===== config.mk =====
export PLATFORM = sky130hd
export DESIGN_NAME = uart_debug_bridge
export DESIGN_NICKNAME = d
export VERILOG_FILES = /design/src/rtl/uart_debug_bridge.sv
export SDC_FILE = /design/constraint.sdc
export NUM_CORES = 1
export LEC_CHECK = 0
export BUFFER_PORTS_ARGS = -buffer_cell sky130_fd_sc_hd__buf_4
export CAP_MARGIN = 10
export CORE_ASPECT_RATIO = 2
export CORE_MARGIN = 2
export CORE_UTILIZATION = 55
export DETAILED_ROUTE_END_ITERATION = 8
export PLACE_DENSITY = 0.88
export SLEW_MARGIN = 0
export SYNTH_ARGS = -nofsm -noshare
export SYNTH_HDL_FRONTEND = slang
export SYNTH_SLANG_ARGS = --single-unit

===== constraint.sdc =====
create_clock -name sys_clk -period 4.3 [get_ports sys_clk]
set_input_delay 0.43 -clock sys_clk [delete_from_list [all_inputs] [get_ports sys_clk]]
set_output_delay 0.43 -clock sys_clk [all_outputs]
set_load 0.03 [all_outputs]

===== src/rtl/uart_debug_bridge.sv =====
// uart_debug_bridge
//   Receives CRC-8 framed commands from a UART byte receiver and turns them
//   into register-bus reads/writes. Reads return a CRC-8 framed response
//   through the UART byte transmitter.
//
//   Frame in : 0xCD, cmd, NB data bytes (LE), crc   (residue over all == 0)
//   Frame out: 0xDC, NB data bytes (LE), crc        (residue over all == 0)
//   cmd: 0x00 write, 0x01 set address, 0x02 clear err, 0x03 read.
//
// Ports
//   sys_clk, sys_rst_n        clock, asynchronous active-low reset
//   rx_data, rx_valid         received byte + one-cycle strobe
//   tx_data, tx_valid, tx_ready  response byte stream (valid/ready)
//   sys_wr, sys_rd            bus requests, held until sys_ack
//   sys_addr, sys_wdata       bus address / write data
//   sys_rdata, sys_ack        read data (sampled on read ack) / completion
//   err                       sticky error (bad CRC, bad cmd, stray byte,
//                             overrun, inter-byte timeout)
//   frame_ok                  one-cycle pulse per accepted frame
module uart_debug_bridge #(
  parameter int unsigned ADDR_W  = 16,
  parameter int unsigned DATA_W  = 16,
  parameter int unsigned TIMEOUT = 100000
) (
  input  logic              sys_clk,
  input  logic              sys_rst_n,
  input  logic [7:0]        rx_data,
  input  logic              rx_valid,
  output logic [7:0]        tx_data,
  output logic              tx_valid,
  input  logic              tx_ready,
  output logic              sys_wr,
  output logic              sys_rd,
  output logic [ADDR_W-1:0] sys_addr,
  output logic [DATA_W-1:0] sys_wdata,
  input  logic [DATA_W-1:0] sys_rdata,
  input  logic              sys_ack,
  output logic              err,
  output logic              frame_ok
);

  localparam int unsigned NB = DATA_W / 8;
  localparam int unsigned TW = (TIMEOUT > 1) ? $clog2(TIMEOUT) : 1;

  typedef enum logic [3:0] {
    IDLE, CMD, DATA, CRC, BUSWR, BUSRD, TXHDR, TXDATA, TXCRC
  } state_t;

  state_t            state;
  logic [7:0]        crc;
  logic [7:0]        cmd;
  logic [DATA_W-1:0] data;
  logic [2:0]        bcnt;
  logic [TW-1:0]     tcnt;
  logic [ADDR_W-1:0] addr;

  logic [7:0]        crc_next;
  logic [DATA_W-1:0] data_shift;
  logic [ADDR_W-1:0] data_addr;
  logic              timed_out;

  // CRC-8, poly 0x07, MSB first, one byte per call.
  function automatic logic [7:0] crc8_upd(input logic [7:0] c, input logic [7:0] b);
    logic [7:0] r;
    r = c ^ b;
    for (int unsigned i = 0; i < 8; i++) begin
      r = r[7] ? ((r << 1) ^ 8'h07) : (r << 1);
    end
    return r;
  endfunction

  assign crc_next = crc8_upd(crc, rx_data);
  assign sys_addr = addr;

  // Payload is little-endian: each new byte enters at the top, so after NB
  // bytes the first one received sits in the LSBs.
  generate
    if (DATA_W == 8) begin : g_shift8
      assign data_shift = rx_data;
    end else begin : g_shiftn
      assign data_shift = {rx_data, data[DATA_W-1:8]};
    end
  endgenerate

  // Zero-extends or truncates the payload to the address width.
  assign data_addr = ADDR_W'({{ADDR_W{1'b0}}, data});

  always_comb begin
    timed_out = 1'b0;
    if (TIMEOUT != 0 && state inside {CMD, DATA, CRC} && !rx_valid)
      timed_out = (tcnt == TW'(TIMEOUT - 1));
  end

  always_ff @(posedge sys_clk or negedge sys_rst_n) begin
    if (!sys_rst_n) begin
      state     <= IDLE;
      crc       <= '0;
      cmd       <= '0;
      data      <= '0;
      bcnt      <= '0;
      tcnt      <= '0;
      addr      <= '0;
      sys_wr    <= 1'b0;
      sys_rd    <= 1'b0;
      sys_wdata <= '0;
      tx_valid  <= 1'b0;
      tx_data   <= '0;
      err       <= 1'b0;
      frame_ok  <= 1'b0;
    end else begin
      frame_ok <= 1'b0;
      tcnt     <= '0;
      if (state inside {CMD, DATA, CRC} && !rx_valid && !timed_out && TIMEOUT != 0)
        tcnt <= tcnt + TW'(1);

      case (state)
        IDLE: begin
          if (rx_valid) begin
            if (rx_data == 8'hCD) begin
              crc   <= crc8_upd(8'h00, 8'hCD);
              state <= CMD;
            end else begin
              err <= 1'b1;
            end
          end
        end

        CMD: begin
          if (rx_valid) begin
            cmd   <= rx_data;
            crc   <= crc_next;
            bcnt  <= '0;
            state <= DATA;
          end
        end

        DATA: begin
          if (rx_valid) begin
            data <= data_shift;
            crc  <= crc_next;
            if (bcnt == 3'(NB - 1)) state <= CRC;
            else                    bcnt  <= bcnt + 3'd1;
          end
        end

        CRC: begin
          if (rx_valid) begin
            crc   <= '0;
            state <= IDLE;
            if (crc_next != 8'h00) begin
              err <= 1'b1;
            end else begin
              case (cmd)
                8'h00: begin
                  frame_ok  <= 1'b1;
                  sys_wr    <= 1'b1;
                  sys_wdata <= data;
                  state     <= BUSWR;
                end
                8'h01: begin
                  frame_ok <= 1'b1;
                  addr     <= data_addr;
                end
                8'h02: begin
                  frame_ok <= 1'b1;
                  err      <= 1'b0;
                end
                8'h03: begin
                  frame_ok <= 1'b1;
                  sys_rd   <= 1'b1;
                  state    <= BUSRD;
                end
                default: err <= 1'b1;
              endcase
            end
          end
        end

        BUSWR: begin
          if (rx_valid) err <= 1'b1;
          if (sys_ack) begin
            sys_wr <= 1'b0;
            addr   <= addr + ADDR_W'(1);
            state  <= IDLE;
          end
        end

        BUSRD: begin
          if (rx_valid) err <= 1'b1;
          if (sys_ack) begin
            sys_rd   <= 1'b0;
            addr     <= addr + ADDR_W'(1);
            data     <= sys_rdata;
            tx_data  <= 8'hDC;
            tx_valid <= 1'b1;
            crc      <= crc8_upd(8'h00, 8'hDC);
            state    <= TXHDR;
          end
        end

        // The CRC register accumulates each byte as it is loaded into
        // tx_data, so by the last data byte it already holds the trailer.
        TXHDR: begin
          if (rx_valid) err <= 1'b1;
          if (tx_ready) begin
            tx_data <= data[7:0];
            crc     <= crc8_upd(crc, data[7:0]);
            data    <= data >> 8;
            bcnt    <= '0;
            state   <= TXDATA;
          end
        end

        TXDATA: begin
          if (rx_valid) err <= 1'b1;
          if (tx_ready) begin
            if (bcnt == 3'(NB - 1)) begin
              tx_data <= crc;
              state   <= TXCRC;
            end else begin
              tx_data <= data[7:0];
              crc     <= crc8_upd(crc, data[7:0]);
              data    <= data >> 8;
              bcnt    <= bcnt + 3'd1;
            end
          end
        end

        TXCRC: begin
          if (rx_valid) err <= 1'b1;
          if (tx_ready) begin
            tx_valid <= 1'b0;
            crc      <= '0;
            state    <= IDLE;
          end
        end

        default: state <= IDLE;
      endcase

      if (timed_out) begin
        err   <= 1'b1;
        crc   <= '0;
        data  <= '0;
        state <= IDLE;
      end
    end
  end

endmodule

==> results of run 1 <==
-- power by group through the flow --
stage                     logic (mW)  registers [mW]  clock network (mW)
after global placement          1.49            1.38                   0
after CTS                       1.52            1.37               0.849
after detailed placement        1.51            1.39                   0
after global routing            1.69            1.40               0.887
after floorplan                 1.19            1.29                   0
final                           1.56            1.38               0.843
-- worst paths after layout --
| check | start | end | slack, ns | cells after the start |
|---|---|---|---|---|
| max | crc[5] | sys_wdata[1] | 1.31 | 6 |
| min | sys_rst_n | sys_wdata[1] | 0.18 | 1 |
| max reg2reg | crc[5] | sys_wdata[1] | 1.31 | 6 |
| min reg2reg | sys_wr | sys_wr | 0.48 | 2 |
| max in group asynchronous | sys_rst_n | data[2] | 3.09 | 2 |
| min in group sys_clk | tx_ready | tx_valid | 0.33 | 2 |
-- layer usage --
| metal | track usage | up-vias | routed length (µm) |
|---|---|---|---|
| met3 | 0.05044 | 66 | 751 |
| met5 | 0 | - | 0 |
| li1 | - | 2250 | - |
| met1 | 0.3330 | 2414 | 5719 |
| met2 | 0.5335 | 224 | 8959 |
| met4 | 0.1807 | 0 | 1054 |
-- layout make-up --
type                       count  area, µm²
clock buffer                  10      239.0
sequential                   101       2527
tap                          135      168.9
multi-input combinational    447       3005
clock inverter                 6      67.56
inverter                       5      18.77
fill                         820       3457
timing repair buffer          79      600.6
-- placed cells by master (no fill, tap or decap), types with 6 or more instances in the layout --
| cell | instances |
|---|---|
| a21oi_1 | 30 |
| a22oi_1 | 10 |
| a2bb2oi_1 | 6 |
| a31oi_1 | 16 |
| and3_1 | 15 |
| buf_4 | 78 |
| clkbuf_16 | 9 |
| dfrtp_1 | 101 |
| mux2_2 | 24 |
| mux2i_1 | 9 |
| nand2_1 | 53 |
| nand3_1 | 17 |
| nor2_1 | 54 |
| nor2b_1 | 9 |
| nor3_1 | 10 |
| o21ai_0 | 20 |
| o22a_1 | 13 |
| o31ai_1 | 21 |
| xnor2_1 | 40 |
| xor2_1 | 19 |
-- Yosys cell counts, types with 2 or more instances --
| library cell | number |
|---|---|
| a2111oi_0 | 2 |
| a211oi_1 | 3 |
| a21oi_1 | 30 |
| a221o_1 | 3 |
| a221oi_1 | 2 |
| a22oi_1 | 10 |
| a2bb2oi_1 | 6 |
| a31oi_1 | 16 |
| and3_1 | 15 |
| and4_1 | 5 |
| buf_1 | 2 |
| buf_2 | 3 |
| clkbuf_1 | 21 |
| dfrtp_1 | 101 |
| ha_1 | 4 |
| inv_1 | 5 |
| mux2_2 | 24 |
| mux2i_1 | 9 |
| nand2_1 | 53 |
| nand2b_1 | 5 |
| nand3_1 | 17 |
| nand4b_1 | 2 |
| nor2_1 | 55 |
| nor2b_1 | 9 |
| nor3_1 | 10 |
| nor3_2 | 2 |
| nor3b_1 | 4 |
| nor4_1 | 4 |
| nor4b_1 | 2 |
| o211ai_1 | 2 |
| o21ai_0 | 20 |
| o21ai_2 | 2 |
| o22a_1 | 13 |
| o22ai_1 | 3 |
| o31ai_1 | 21 |
| o41ai_1 | 3 |
| or2_1 | 2 |
| or2_2 | 2 |
| or3_1 | 3 |
| or3_4 | 3 |
| xnor2_1 | 40 |
| xor2_1 | 19 |
-- cells by family (layout without fill, tap and decap cells) --
| logic type | count (synthesis) | count (layout) | synth area share |
|---|---|---|---|
| AND/OR/NAND/NOR | 199 | 199 | 0.1764 |
| AO/OA/AOI/OAI | 151 | 151 | 0.1859 |
| flip-flops | 101 | 101 | 0.4470 |
| XOR/XNOR | 60 | 60 | 0.09560 |
| multiplexers | 33 | 33 | 0.06373 |
| buffers and inverters | 32 | 100 | 0.02257 |
| adder cells (fa/ha/maj) | 4 | 4 | 0.008852 |
-- registers in the layout, summed over array words and instances (netlist names), 3 cells and up --
name / flops
bcnt: 3
cmd: 8
crc: 8
data: 16
state: 4
sys_addr: 16
sys_wdata: 16
tcnt: 17
tx_data: 8
-- through the flow --
stage	hold WS, ns	util	instance area [µm²]
finish	0.1841	0.6572	6628
global route	0.2692	0.6572	6628
CTS	0.2170	0.6557	6613
detailed placement	0.4660	0.6253	6306
global placement	0.4651	0.6253	6306
floorplan	0.1344	-	5654
==> results.sh, run 1 <==
export IMPL_outcome="finished, final reports clean"
export IMPL_critPathRequiredTime_ns=4.53
export IMPL_dp_slack_ns=1.291
export IMPL_gr_total_overflow=0
export IMPL_max_slew_margin_rel=0.3370
export IMPL_routed_via_density=6.327
export IMPL_pin_count=74
export IMPL_comb_power_share=0.412
export IMPL_critPathMaxFanout=17
export IMPL_p_leak_nw=3.020
export IMPL_critPathCaptureType="flop"
export IMPL_routed_via_count=4954
export IMPL_slew_violations=0
export IMPL_gp_congestion=0.9514
export IMPL_setup_viol=0
export IMPL_grt_pass1_vias=4977
export IMPL_die_area_um2=11160
export IMPL_max_freq_mhz=334.0
export IMPL_numPortBuffers=73
export IMPL_synth_nets=613
export IMPL_synth_top_area_share=0.4470
export IMPL_drc=0
export IMPL_netlist_area_um2=5654
export IMPL_power_density_nw_per_um2=571.3
export IMPL_diodes=0
export IMPL_post_cts_buffers=0
export IMPL_std_cell_rows=52
export IMPL_rsz0062_at_grt="false"
export IMPL_slowest_delay_ns=0.60
export IMPL_p_int_mw=2.281
export IMPL_layout_setup_ws_ns=1.306
export IMPL_worst_path_buf_inv=0
export IMPL_swShare=0.3975
export IMPL_finalPower_mw=3.786
export IMPL_slowest_stage="xor3_1"
export IMPL_drive_gt1_frac=0.2068
export IMPL_setup_worst_path_class="reg -> reg"
export IMPL_hold_buffers=0
export IMPL_dieWidth_um=75.70
export IMPL_min_path_type="in -> async"
export IMPL_fin_tns_setup_ns=0
export IMPL_syn_area_per_cell_um2=9.749
export IMPL_ant_nets=0
export IMPL_syn_inst=580
export IMPL_yosys_warnings=0
export IMPL_grt_pass1_wl_um=25540
export IMPL_synthArstFlopShare=1.000
export IMPL_dp_cells=766
export IMPL_cts_max_path_buffers=2
export IMPL_fp_dieH_um=147.4
export IMPL_first_pass_iters=5
export IMPL_synth_seq_cells=101
export IMPL_tightest_slew_ns=0.9934
export IMPL_ys_types=65
export IMPL_core_um2=10080
export IMPL_netlist_top_cells_area="dfrtp_1 (45%), xnor2_1 (6.2%), mux2_2 (4.8%)"
export IMPL_ir_drop_mv=0.4181
export IMPL_cts_sinks=101
export IMPL_synth_edff_count=0
export IMPL_clk_latency_ns=0.35
export IMPL_ys_seq_area_frac=0.4470
export IMPL_cp_arrival_ns=3.23
export IMPL_finalCritPeriodShare=0.6962
export IMPL_dp_hpwl_um=12310
export IMPL_grt_max_degree=66
export IMPL_p_switching_mw=1.505
export IMPL_grt_use_total=0.3066
export IMPL_clockPowerShare=0.223
export IMPL_final_nets=676
export IMPL_drv_cap=0
export IMPL_initial_core_util=0.5607
export IMPL_cts_root_buf="clkbuf_16"
export IMPL_fin_crit_ns=2.994
export IMPL_stdcell_count=783
export IMPL_synth_top_cell_by_area="dfrtp_1"
export IMPL_skew_ns=0.01136
export IMPL_ys_flop_type="dfrtp_1"
export IMPL_cts_made_buffers=9
export IMPL_antenna_found_initial=0
export IMPL_cts_tree="done"
export IMPL_cts_resized_gates=0
export IMPL_h_tree_depth=3
export IMPL_crit_chain="xor2_1 -> xor3_1 -> nor4b_1 -> o211a_1 -> nand2_2 -> mux2_2"
export IMPL_clkTransAtPathRegs_ns=0.07
export IMPL_syn_to_final_growth_pct=17.22
export IMPL_power_frac_seq=0.365
export IMPL_worst_setup_path_start_kind="flop"
export IMPL_wl_um=16480
export IMPL_detailedRoute_firstIterationViolations=442
export IMPL_wl_per_cell_um=21.05
export IMPL_crit_family="XOR/XNOR gates"
export IMPL_finalHoldViolations=0
(Power assumes the default switching activity.)
==> inputs of run 2 (changes only) <==
--- a/config.mk
+++ b/config.mk
@@ -9,7 +9,7 @@
 export CAP_MARGIN = 10
 export CORE_ASPECT_RATIO = 2
 export CORE_MARGIN = 2
-export CORE_UTILIZATION = 55
+export CORE_UTILIZATION = 53
 export DETAILED_ROUTE_END_ITERATION = 8
 export PLACE_DENSITY = 0.88
 export SLEW_MARGIN = 0
==> constraint.sdc (replaced) <==
create_clock -name sys_clk -period 2.6 [get_ports sys_clk]
set_input_delay 0.26 -clock sys_clk [delete_from_list [all_inputs] [get_ports sys_clk]]
set_output_delay 0.26 -clock sys_clk [all_outputs]
set_load 0.03 [all_outputs]
==> results.sh, run 2 (synthesized netlist as in run 1, its figures left out) <==
export IMPL_wl_met2_um=9044
export IMPL_fin_tns_setup_ns=0
export IMPL_final_nets=700
export IMPL_routed_via_density=6.193
export IMPL_core_um2=10480
export IMPL_clkTransAtPathRegs_ns=0.07
export IMPL_post_cts_buffers=0
export IMPL_std_cell_rows=53
export IMPL_finalHoldViolations=0
export IMPL_cp_arrival_ns=2.66
export IMPL_critPathRequiredTime_ns=2.84
export IMPL_max_slew_margin_rel=0.5971
export IMPL_tightest_slew_ns=0.6029
export IMPL_largest_reg_flops=17
export IMPL_fp_dieH_um=150.1
export IMPL_antenna_found_initial=0
export IMPL_wl_met3_um=736
export IMPL_dieWidth_um=77.04
export IMPL_utilization=0.6511
export IMPL_finalCritPeriodShare=0.9334
export IMPL_grt_pass1_wl_um=26160
export IMPL_drive_gt1_frac=0.2351
export IMPL_regToRegStartpoint="cmd[2]"
export IMPL_highest_layer="met4"
export IMPL_cts_root_buf="clkbuf_16"
export IMPL_grt_use_total=0.2926
export IMPL_h_tree_depth=3
export IMPL_setup_viol=0
export IMPL_stdcell_count=809
export IMPL_first_pass_iters=5
export IMPL_gr_total_overflow=0
export IMPL_slew_violations=0
export IMPL_drv_cap=0
export IMPL_power_density_nw_per_um2=929.9
export IMPL_detailedRoute_firstIterationViolations=478
export IMPL_routed_via_count=5010
export IMPL_die_area_um2=11560
export IMPL_wl_per_cell_um=20.42
export IMPL_cts_made_buffers=9
export IMPL_hp_start="tx_ready"
export IMPL_worstReg2RegEnd="sys_wdata[9]"
export IMPL_layout_common_cells="dfrtp_1 (101), buf_4 (100), nor2_1 (54)"
export IMPL_skew_ns=0.01293
export IMPL_min_path_type="in -> reg"
export IMPL_diodes=0
export IMPL_reg2reg_depth=6
export IMPL_worstHoldEndpoint="tx_valid"
export IMPL_cts_sinks=101
export IMPL_dp_slack_ns=0.1145
export IMPL_gp_congestion=0.9443
export IMPL_mostFrequentLayoutCell="dfrtp_1"
export IMPL_syn_to_final_growth_pct=20.65
export IMPL_wirelength_met1_um=5659
export IMPL_ir_drop_mv=0.5261
export IMPL_drc=0
export IMPL_rsz0062_at_grt="false"
export IMPL_max_freq_mhz=412.1
export IMPL_dp_cells=792
export IMPL_fin_crit_ns=2.427
export IMPL_rrSetupSlack_ns=0.17
export IMPL_critPathCaptureType="flop"
export IMPL_grt_pass1_vias=5184
export IMPL_grt_max_degree=57
export IMPL_critPathMaxFanout=17
export IMPL_layout_setup_ws_ns=0.1733
export IMPL_wl_um=16520
export IMPL_top_register="tcnt"
export IMPL_cts_tree="done"
export IMPL_worst_setup_path_start_kind="flop"
export IMPL_numPortBuffers=73
export IMPL_setup_worst_path_class="reg -> reg"
export IMPL_cts_max_path_buffers=2
export IMPL_dp_hpwl_um=12650
export IMPL_pin_count=74
export IMPL_outcome="finished, final reports clean"
export IMPL_hold_path_cell_count=2
export IMPL_clk_latency_ns=0.35
export IMPL_initial_core_util=0.5396
export IMPL_p_leak_nw=3.148
export IMPL_ant_nets=0
[run 2: worst max-delay path by stage]
stage	from	to	slack (ns)	cells past startpoint
6_report	cmd[2]	sys_wdata[9]	0.17	6
5_1_grt	cmd[2]	sys_rd	0.04	6
4_1_cts	cmd[2]	sys_wdata[8]	0.07	6
3_5_place_dp	cmd[2]	sys_wdata[10]	0.11	6
3_3_place_gp	cmd[2]	sys_wdata[0]	0.19	6
2_1_floorplan	crc[5]	sys_wdata[10]	0.13	7
[run 2: layer usage]
metal  vias to the layer above  global-route usage
li1                       2295                   -
met1                      2458              0.2908
met2                       193              0.5461
met5                         -                   0
met4                         0              0.1929
met3                        64             0.05308
[run 2: metrics by stage]
| step | total power, mW | hold slack (ns) | area (µm²) |
|---|---|---|---|
| final | 6.343 | 0.1673 | 6822 |
| after global routing | 6.674 | 0.1719 | 6822 |
| after floorplan | 4.104 | -0.03559 | 5654 |
| after CTS | 6.318 | 0.1542 | 6815 |
| after global placement | 4.893 | 0.2871 | 6514 |
| after detailed placement | 4.979 | 0.2976 | 6514 |
[run 2: critical path: stages (launching register included)]
cell and delay, ns:
dfrtp_1 0.39, or4_1 0.52, nor4_1 0.32, nor4b_1 0.30
o211a_1 0.26, nand2_4 0.19, mux2_2 0.33
[run 2: report_power, final]
| group | total (mW) | switching, mW | leakage, nW | internal [mW] |
|---|---|---|---|---|
| clock network | 1.31 | 0.619 | 0.138 | 0.691 |
| registers | 2.27 | 0.423 | 1.35 | 1.85 |
| logic | 2.76 | 1.50 | 1.66 | 1.26 |
[run 2: timing repair]
item,4_1_cts,5_1_grt
setup endpoints to repair,0,19
endpoints found under the hold margin,45,0
hold buffers,1,0
gates resized for setup,0,2
[run 2: area by class of cell]
| type | instances | area (µm²) |
|---|---|---|
| clock inverters | 6 | 52.55 |
| multi-input cells | 447 | 3012 |
| fillers | 872 | 3656 |
| flip-flops and latches | 101 | 2527 |
| inverters | 5 | 18.77 |
| clock buffers | 10 | 239.0 |
| well taps | 137 | 171.4 |
| repair buffers | 103 | 800.8 |
==> inputs of run 3 (changes only) <==
--- a/config.mk
+++ b/config.mk
@@ -9,9 +9,9 @@
 export CAP_MARGIN = 10
 export CORE_ASPECT_RATIO = 2
 export CORE_MARGIN = 2
-export CORE_UTILIZATION = 53
+export CORE_UTILIZATION = 49
 export DETAILED_ROUTE_END_ITERATION = 8
-export PLACE_DENSITY = 0.88
+export PLACE_DENSITY = 0.83
 export SLEW_MARGIN = 0
 export SYNTH_ARGS = -nofsm -noshare
 export SYNTH_HDL_FRONTEND = slang
==> results.sh, run 3 (synthesized netlist as in run 1, its figures left out) <==
export IMPL_mostFrequentLayoutCell="dfrtp_1"
export IMPL_swShare=0.4052
export IMPL_wl_um=16580
export IMPL_tightest_slew_ns=0.5984
export IMPL_core_um2=11290
export IMPL_cts_tree="done"
export IMPL_drive_gt1_frac=0.2351
export IMPL_critPathRequiredTime_ns=2.85
export IMPL_initial_core_util=0.5010
export IMPL_wl_per_cell_um=20.37
export IMPL_ant_nets=0
export IMPL_wirelength_met1_um=5470
export IMPL_reg2reg_depth=6
export IMPL_cts_made_buffers=9
export IMPL_finalPower_mw=6.340
export IMPL_drv_cap=0
export IMPL_finalCritPeriodShare=0.9521
export IMPL_h_tree_depth=3
export IMPL_ir_drop_mv=0.6257
export IMPL_highest_layer="met4"
export IMPL_p_int_mw=3.771
export IMPL_dieWidth_um=79.96
export IMPL_first_pass_iters=5
export IMPL_grt_pass1_vias=5277
export IMPL_hold_path_cell_count=2
export IMPL_min_path_type="in -> reg"
export IMPL_p_switching_mw=2.569
export IMPL_comb_power_share=0.433
export IMPL_setup_viol=0
export IMPL_detailedRoute_firstIterationViolations=398
export IMPL_pin_count=74
export IMPL_wl_met3_um=858
export IMPL_slew_violations=0
export IMPL_grt_max_degree=50
export IMPL_skew_ns=0.01137
export IMPL_wl_met2_um=8906
export IMPL_worst_setup_path_start_kind="flop"
export IMPL_largest_reg_flops=17
export IMPL_p_leak_nw=3.158
export IMPL_clk_latency_ns=0.36
export IMPL_std_cell_rows=55
export IMPL_max_freq_mhz=404.0
export IMPL_max_slew_margin_rel=0.5982
export IMPL_antenna_found_initial=0
export IMPL_gr_total_overflow=0
export IMPL_top_register="tcnt"
export IMPL_utilization=0.6058
export IMPL_cts_root_buf="clkbuf_16"
export IMPL_numPortBuffers=73
export IMPL_grt_pass1_wl_um=26090
export IMPL_fp_dieH_um=155.9
export IMPL_fin_crit_ns=2.475
export IMPL_final_nets=700
export IMPL_hold_ws_ns=0.1505
export IMPL_gp_congestion=0.9817
export IMPL_routed_via_density=6.247
export IMPL_power_frac_seq=0.357
export IMPL_dp_hpwl_um=12700
export IMPL_syn_to_final_growth_pct=20.91
export IMPL_clockPowerShare=0.209
export IMPL_power_density_nw_per_um2=927.3
export IMPL_critPathCaptureType="flop"
export IMPL_outcome="finished, final reports clean"
export IMPL_setup_worst_path_class="reg -> reg"
export IMPL_critPathMaxFanout=15
export IMPL_routed_via_count=5085
export IMPL_grt_use_total=0.2737
export IMPL_drc=0
export IMPL_cp_arrival_ns=2.72
export IMPL_cts_sinks=101
export IMPL_diodes=0
export IMPL_finalHoldViolations=0
export IMPL_cts_max_path_buffers=2
export IMPL_clkTransAtPathRegs_ns=0.08
export IMPL_die_area_um2=12470
export IMPL_layout_common_cells="dfrtp_1 (101), buf_4 (100), nor2_1 (54)"
## run 3: cell type report
class	instances	area (µm²)
clock inverter	7	68.82
sequential	101	2527
tap	142	177.7
timing repair buffer	103	800.8
multi-input combinational	447	3018
clock buffer	9	225.2
fill	979	4449
inverter	5	18.77
## run 3: worst paths after layout
kind                            startpoint          end  slack [ns]
worst min-delay path              tx_ready     tx_valid        0.15
worst max register to register      crc[7]  sys_addr[6]        0.12
worst min register to register      sys_wr       sys_wr        0.49
max in group asynchronous        sys_rst_n       crc[6]        1.57
min in group asynchronous        sys_rst_n     tcnt[12]        0.36
worst max-delay path                crc[7]  sys_addr[6]        0.12
## run 3: what timing repair did
item | CTS | global route
buffers inserted | 0 | 0
gates resized for setup | 1 | 1
endpoints found under the hold margin | 27 | 0
setup endpoints to repair | 8 | 16
hold buffers | 1 | 0
pin swaps | 0 | 0
## run 3: power by group through the flow
stage	Sequential [mW]	Combinational (mW)	Clock, mW
2_1_floorplan	2.13	1.97	0
3_3_place_gp	2.26	2.62	0
3_5_place_dp	2.28	2.68	0
4_1_cts	2.25	2.72	1.33
5_1_grt	2.29	2.94	1.40
6_report	2.26	2.75	1.33
## run 3: critical path: stages (launching register included)
cell and delay (ns):
dfrtp_1 0.47, xnor2_1 0.22, xnor2_1 0.46, and3_1 0.32, o2111ai_2 0.17, and2_1 0.41, o22a_1 0.31
## run 3: metrics by stage
step	worst slack (ns)	area [µm²]	TNS, ns	instances
finish	0.1246	6837	0	814
global route	-0.002129	6837	-0.002129	814
CTS	0.1017	6832	0	814
detailed placement	-0.006672	6520	-0.01293	797
global placement	0.1561	6520	0	797
floorplan	0.1288	5654	0	580
## run 3: per-layer routing
layer  GRT usage  vias up
li1            -     2299
met4      0.2026        0
met1      0.2660     2465
met2      0.4893      233
met5           0        -
met3     0.05845       88
